===== src/rtl/mmio_timer.sv =====
// mmio_timer: bus-mapped prescaled 32-bit timer with compare/reload and irq.
// Optional overflow flag is enabled by defining MMIO_TIMER_OVF_EN.
module mmio_timer #(
  parameter logic [31:0] BASE_ADDR = 32'hFFFF_0000
) (
  input  logic        clk,
  input  logic        reset,
  input  logic [31:0] daddr,
  input  logic [31:0] dwdata,
  input  logic [3:0]  we,
  output logic [31:0] drdata,
  output logic        hit,
  output logic        irq
);

  logic [2:0]  ctrl, ctrl_n;
  logic [15:0] prescale, prescale_n;
  logic [15:0] pre_cnt, pre_n;
  logic [31:0] compare, compare_n;
  logic [31:0] count, count_n;
  logic        match, match_n;
  logic        ovf, ovf_n;
  logic        irq_n;
  logic [2:0]  off;
  logic        wr;
  logic        wr_ctrl, wr_pre, wr_cmp;
  logic        wr_cnt, wr_sta;
  logic        tick, eq, rld;
  logic        unused_ok;

  function automatic logic [31:0] merge(
    input logic [31:0] old,
    input logic [31:0] nw,
    input logic [3:0]  be
  );
    logic [31:0] r;
    r = old;
    for (int i = 0; i < 4; i++)
      if (be[i]) r[i*8 +: 8] = nw[i*8 +: 8];
    return r;
  endfunction

  assign hit = (daddr[31:5] == BASE_ADDR[31:5]);
  assign off = daddr[4:2];
  assign unused_ok = ^daddr[1:0];
  assign wr = hit & (|we);

  assign wr_ctrl = wr & (off == 3'd0);
  assign wr_pre  = wr & (off == 3'd1);
  assign wr_cmp  = wr & (off == 3'd2);
  assign wr_cnt  = wr & (off == 3'd3);
  assign wr_sta  = wr & (off == 3'd4);

  always_comb begin
    ctrl_n = ctrl;
    if (wr_ctrl & we[0]) ctrl_n = dwdata[2:0];

    prescale_n = prescale;
    if (wr_pre & we[0]) prescale_n[7:0]  = dwdata[7:0];
    if (wr_pre & we[1]) prescale_n[15:8] = dwdata[15:8];

    compare_n = wr_cmp ? merge(compare, dwdata, we) : compare;

    // a write that drops en suppresses the tick on that edge
    tick = ctrl[0] & ctrl_n[0] & (pre_cnt == prescale);
    pre_n = 16'd0;
    if (ctrl[0] & ctrl_n[0] & ~tick) pre_n = pre_cnt + 16'd1;

    eq  = (count == compare);
    rld = eq & ctrl[1];

    count_n = count;
    if (wr_cnt)
      count_n = merge(count, dwdata, we);
    else if (tick)
      count_n = rld ? 32'd0 : count + 32'd1;

    match_n = (tick & eq) |
              (match & ~(wr_sta & we[0] & dwdata[0]));
`ifdef MMIO_TIMER_OVF_EN
    ovf_n = (tick & ~wr_cnt & ~rld & (&count)) |
            (ovf & ~(wr_sta & we[0] & dwdata[1]));
`else
    ovf_n = 1'b0;
`endif
    irq_n = ctrl[2] & (match_n | ovf_n);
  end

  always_ff @(posedge clk) begin
    if (reset) begin
      ctrl     <= 3'd0;
      prescale <= 16'd0;
      pre_cnt  <= 16'd0;
      compare  <= 32'd0;
      count    <= 32'd0;
      match    <= 1'b0;
      ovf      <= 1'b0;
      irq      <= 1'b0;
    end else begin
      ctrl     <= ctrl_n;
      prescale <= prescale_n;
      pre_cnt  <= pre_n;
      compare  <= compare_n;
      count    <= count_n;
      match    <= match_n;
      ovf      <= ovf_n;
      irq      <= irq_n;
    end
  end

  always_comb begin
    drdata = 32'd0;
    if (hit) begin
      unique case (off)
        3'd0:    drdata = {29'd0, ctrl};
        3'd1:    drdata = {16'd0, prescale};
        3'd2:    drdata = compare;
        3'd3:    drdata = count;
        3'd4:    drdata = {30'd0, ovf, match};
        default: drdata = 32'd0;
      endcase
    end
  end

endmodule


===== config.mk =====
export PLATFORM = sky130hd
export DESIGN_NAME = mmio_timer
export DESIGN_NICKNAME = d
export VERILOG_FILES = /design/src/rtl/mmio_timer.sv
export SDC_FILE = /design/constraint.sdc
export NUM_CORES = 1
export LEC_CHECK = 0
export ABC_CLOCK_PERIOD_IN_PS = 4550
export CORE_ASPECT_RATIO = 0.5
export CORE_MARGIN = 2
export CORE_UTILIZATION = 55
export DETAILED_ROUTE_END_ITERATION = 8
export PLACE_DENSITY_LB_ADDON = 0.1
export SYNTH_ARGS = -nofsm -noshare
export SYNTH_HDL_FRONTEND = slang
export SYNTH_SLANG_ARGS = --single-unit
export TNS_END_PERCENT = 20

===== constraint.sdc =====
create_clock -name clk -period 4.55 [get_ports clk]
set_input_delay 0.91 -clock clk [delete_from_list [all_inputs] [get_ports clk]]
set_output_delay 0.91 -clock clk [all_outputs]
set_load 0.01 [all_outputs]

==> metrics.md <==
| Metric | Value |
|---|---|
| Status | completed |
| First-pass GRT wire length | 29.71 mm |
| Htree depth | 3 |
| Clock Tree Buf Depth | 2 |
| Period minus WS final | 4.204 ns |
| Vias in the first global route | 5,621 |
| Layout Nets | 941 |
| Slew Viols, Final | 0 |
| Post-synth EDFFs | 0 |
| Most common cell in the netlist | dfxtp_1 |
| Crit Path Class | in2out |
| Seq/Total Area, Yosys | 33.20% |
| Synth Area in Simple Gates | 28.95% |
| TritonCTS buffer count | 9 |
| Vias per cell | 6.231 |
| Critical path launch point type | primary input |
| Mux cell area share after synthesis | 3.657% |
| Library cells used by synthesis | 54 |
| Post-Syn Area per Cell | 7.699 um2 |
| CP peak stage delay | 0.55 ns |
| Combinational family with the most area after synthesis | simple AND/OR/NAND/NOR gates |
| RSZ-0062 raised after global routing | false |
| Area contributors post-synth | dfxtp_1 33%, xor2_1 8.1%, a21oi_1 6.3%, nand2_1 5.9%, nor2_1 4.6% |
| Initial Util | 55.98% |
| Hold Path Class | reg2reg |
| Cts hold-fix bufs | 0 |
| Num Clock Sinks | 101 |
| Die footprint | 11,980 um2 |
| Top_reg_cell synth | dfxtp_1 |
| Ant. Diodes | 0 |
| Final instance area | 7491 um2 |
| Final Setup Violations | 0 |
| DP HPWL | 13.75 mm |
| Gate Count Post-Synth | 791 |
| Synth Area in Compound Gates | 18.94% |
| Syn Std Cell Area | 6090 um2 |
| Final setup margin | 0.3456 ns |
| Post-synthesis register bit count | 101 |
| Worst-path clk slew | 0.06 ns |
| Die W | 152.8 um |
| Routed vias | 6,349 |
| Setup TNS | 0 ns |
| Slowest cell on crit path | clkdlybuf4s50_1 |
| Slew @ Worst Pin | 1.026 ns |
| Antenna violations before repair | 0 |
| Worst slack, placed | 0.2550 ns |
| Chip height | 78.41 um |
| Max FO, Critical Path | 17 |
| Syn_nets | 863 |
| Most frequent cells after synthesis | 101 x dfxtp_1, 96 x nand2_1, 77 x a21oi_1 |
| Initial DRT Pass Iterations | 6 |
| Critical path arrival | 3.29 ns |
| Largest net degree at the start of global routing | 55 |
| Critical path required time | 3.64 ns |
| Top-area cell type share of the netlist area | 33.20% |
| DRC | 0 |
| Synth-to-layout area growth | 23.01% |
| Post-CTS Setup Bufs | 0 |
| GP Congestion | 0.9113 |
| Static Leak | 2.662 nW |
| Fin crit share | 92.40% |
| Multi-input gate area | 3804 um2 |
| Clk Tree Root Cell | clkbuf_16 |
| Total grt overflow | 0 |
| Port Buffers | 101 |
| Async SR Flop Fraction | 0% |
| Highest clock rate | 237.8 MHz |
| Register Area | 2022 um2 |
| WL per Instance | 18.31 um |
| Clk Latency, worst-skew pair | 0.34 ns |
| Max-Slew Margin vs Limit | 31.16% |
| Worst vdd ir | 183.7 uV |
| Placement Cell Area | 7211 um2 |
| Adder-cell share of the synthesized area | 0.4109% |
| TritonCTS clock tree | done |
| Core ar. | 10,880 um2 |
| Post-synth top area cell | dfxtp_1 |
| Num rows | 27 |
| Synth Area in XOR/XNOR | 10.36% |
| Crit-path cells | clkdlybuf4s50_1 > nor4b_1 > nand4_1 > nor2_1 > nand2_2 > nor2_1 > clkdlybuf4s50_1 |
| PD cells | 232.4 nW/um2 |
| Total track usage | 31.02% |
| Total number of yosys warnings | 0 |
| Final wirelength | 18.66 mm |
| Total of max-cap violations | 0 |
| Initial DRC Count | 678 |
| Fill cells | 943 |
| Fin. Hold Viols | 0 |
| CP endpoint kind | output pin |
| Clock Skews | 0.008612 ns |
| Share of cells above drive strength 1 | 7.666% |
| IO Pins | 104 |
| DRT antenna net count | 0 |
==> sequential cells by signal (all words and copies together), names as in the netlist <==
register	flops
ctrl	3
count	32
compare	32
match	1
prescale	16
irq	1
pre_cnt	16
==> final cells by class <==
cell class                 instances  share of cell area [%]
clock buffer                      11                   3.240
multi-input combinational        626                   50.78
inverter                          10                  0.5011
timing repair buffer             121                   15.60
sequential                       101                   26.99
tap                              145                   2.422
clock inverter                     5                  0.4677
==> final timing paths <==
check | cells after the start | endpoint | slack, ns | start
max | 7 | drdata[26] | 0.35 | daddr[14]
min | 2 | compare[5]$_SDFFE_PP0P_ | 0.48 | compare[5]$_SDFFE_PP0P_
max reg2reg | 7 | count[24]$_SDFFE_PP0P_ | 1.68 | count[18]$_SDFFE_PP0P_
min reg2reg | 2 | compare[5]$_SDFFE_PP0P_ | 0.48 | compare[5]$_SDFFE_PP0P_
==> cells in the final DEF, fill, tap and decap left out, types with 3 or more instances in the layout <==
cell             count
a31oi_1              8
dfxtp_1            101
o32ai_1              6
inv_1               10
xnor2_1             16
or3_1                3
nand2_1             95
nor4_1              14
o21ai_0             24
nor4b_1              3
a221oi_1             8
nor4_2               4
nand3_1             51
a211oi_1             6
clkbuf_16            9
nor3_1              28
and2_1               3
nor2_1              74
o31ai_1              4
and3_1              15
nor2b_1             18
nor3b_1              3
nand4_1             17
a22oi_1             32
a21oi_1             77
nand2b_1             9
xor2_1              56
and4_1               8
buf_4               19
mux2_2              14
clkdlybuf4s50_1    100
==> repair_timing <==
item                       in CTS  in global routing
setup endpoints to repair       0                 13
hold endpoints to repair        0                  0
gates resized for setup         0                  1
==> power breakdown <==
group          total, mW  switching (mW)  internal (mW)  leakage [nW]
Clock              0.731           0.343          0.388         0.136
Sequential         0.883  0.000000000754          0.883         0.813
Combinational      0.127          0.0617         0.0655          1.71
==> metal layers <==
metal	up-vias	track usage [%]	wire length, um
met5	-	0	0
met2	336	47.13	7891
met3	21	6.350	1977
met4	0	6.667	246
li1	3008	-	-
met1	2984	45.52	8542
==> logic make-up after synthesis <==
family	count (synthesis)
compound gates	181
xor+xnor	72
fa+ha+maj	2
buf+inv	64
flops	101
mux	18
simple gates	353
==> metrics by stage <==
step | total power [mW] | std cells | hold slack (ns) | utilization (%)
after floorplan | 0.9400 | 791 | 0.4412 | -
after global placement | 1.028 | 1003 | 0.4667 | 66.29
after detailed placement | 1.028 | 1003 | 0.4724 | 66.29
after CTS | 1.739 | 1019 | 0.4812 | 68.84
after global routing | 1.785 | 1019 | 0.5080 | 68.86
final | 1.741 | 1019 | 0.4799 | 68.86
==> worst max-delay path: cells and delay by family <==
family	cells	cell delay [ns]
buffers and inverters	2	0.95
and+or+nand+nor	5	1.42
Power figures use the tool's default switching activity.
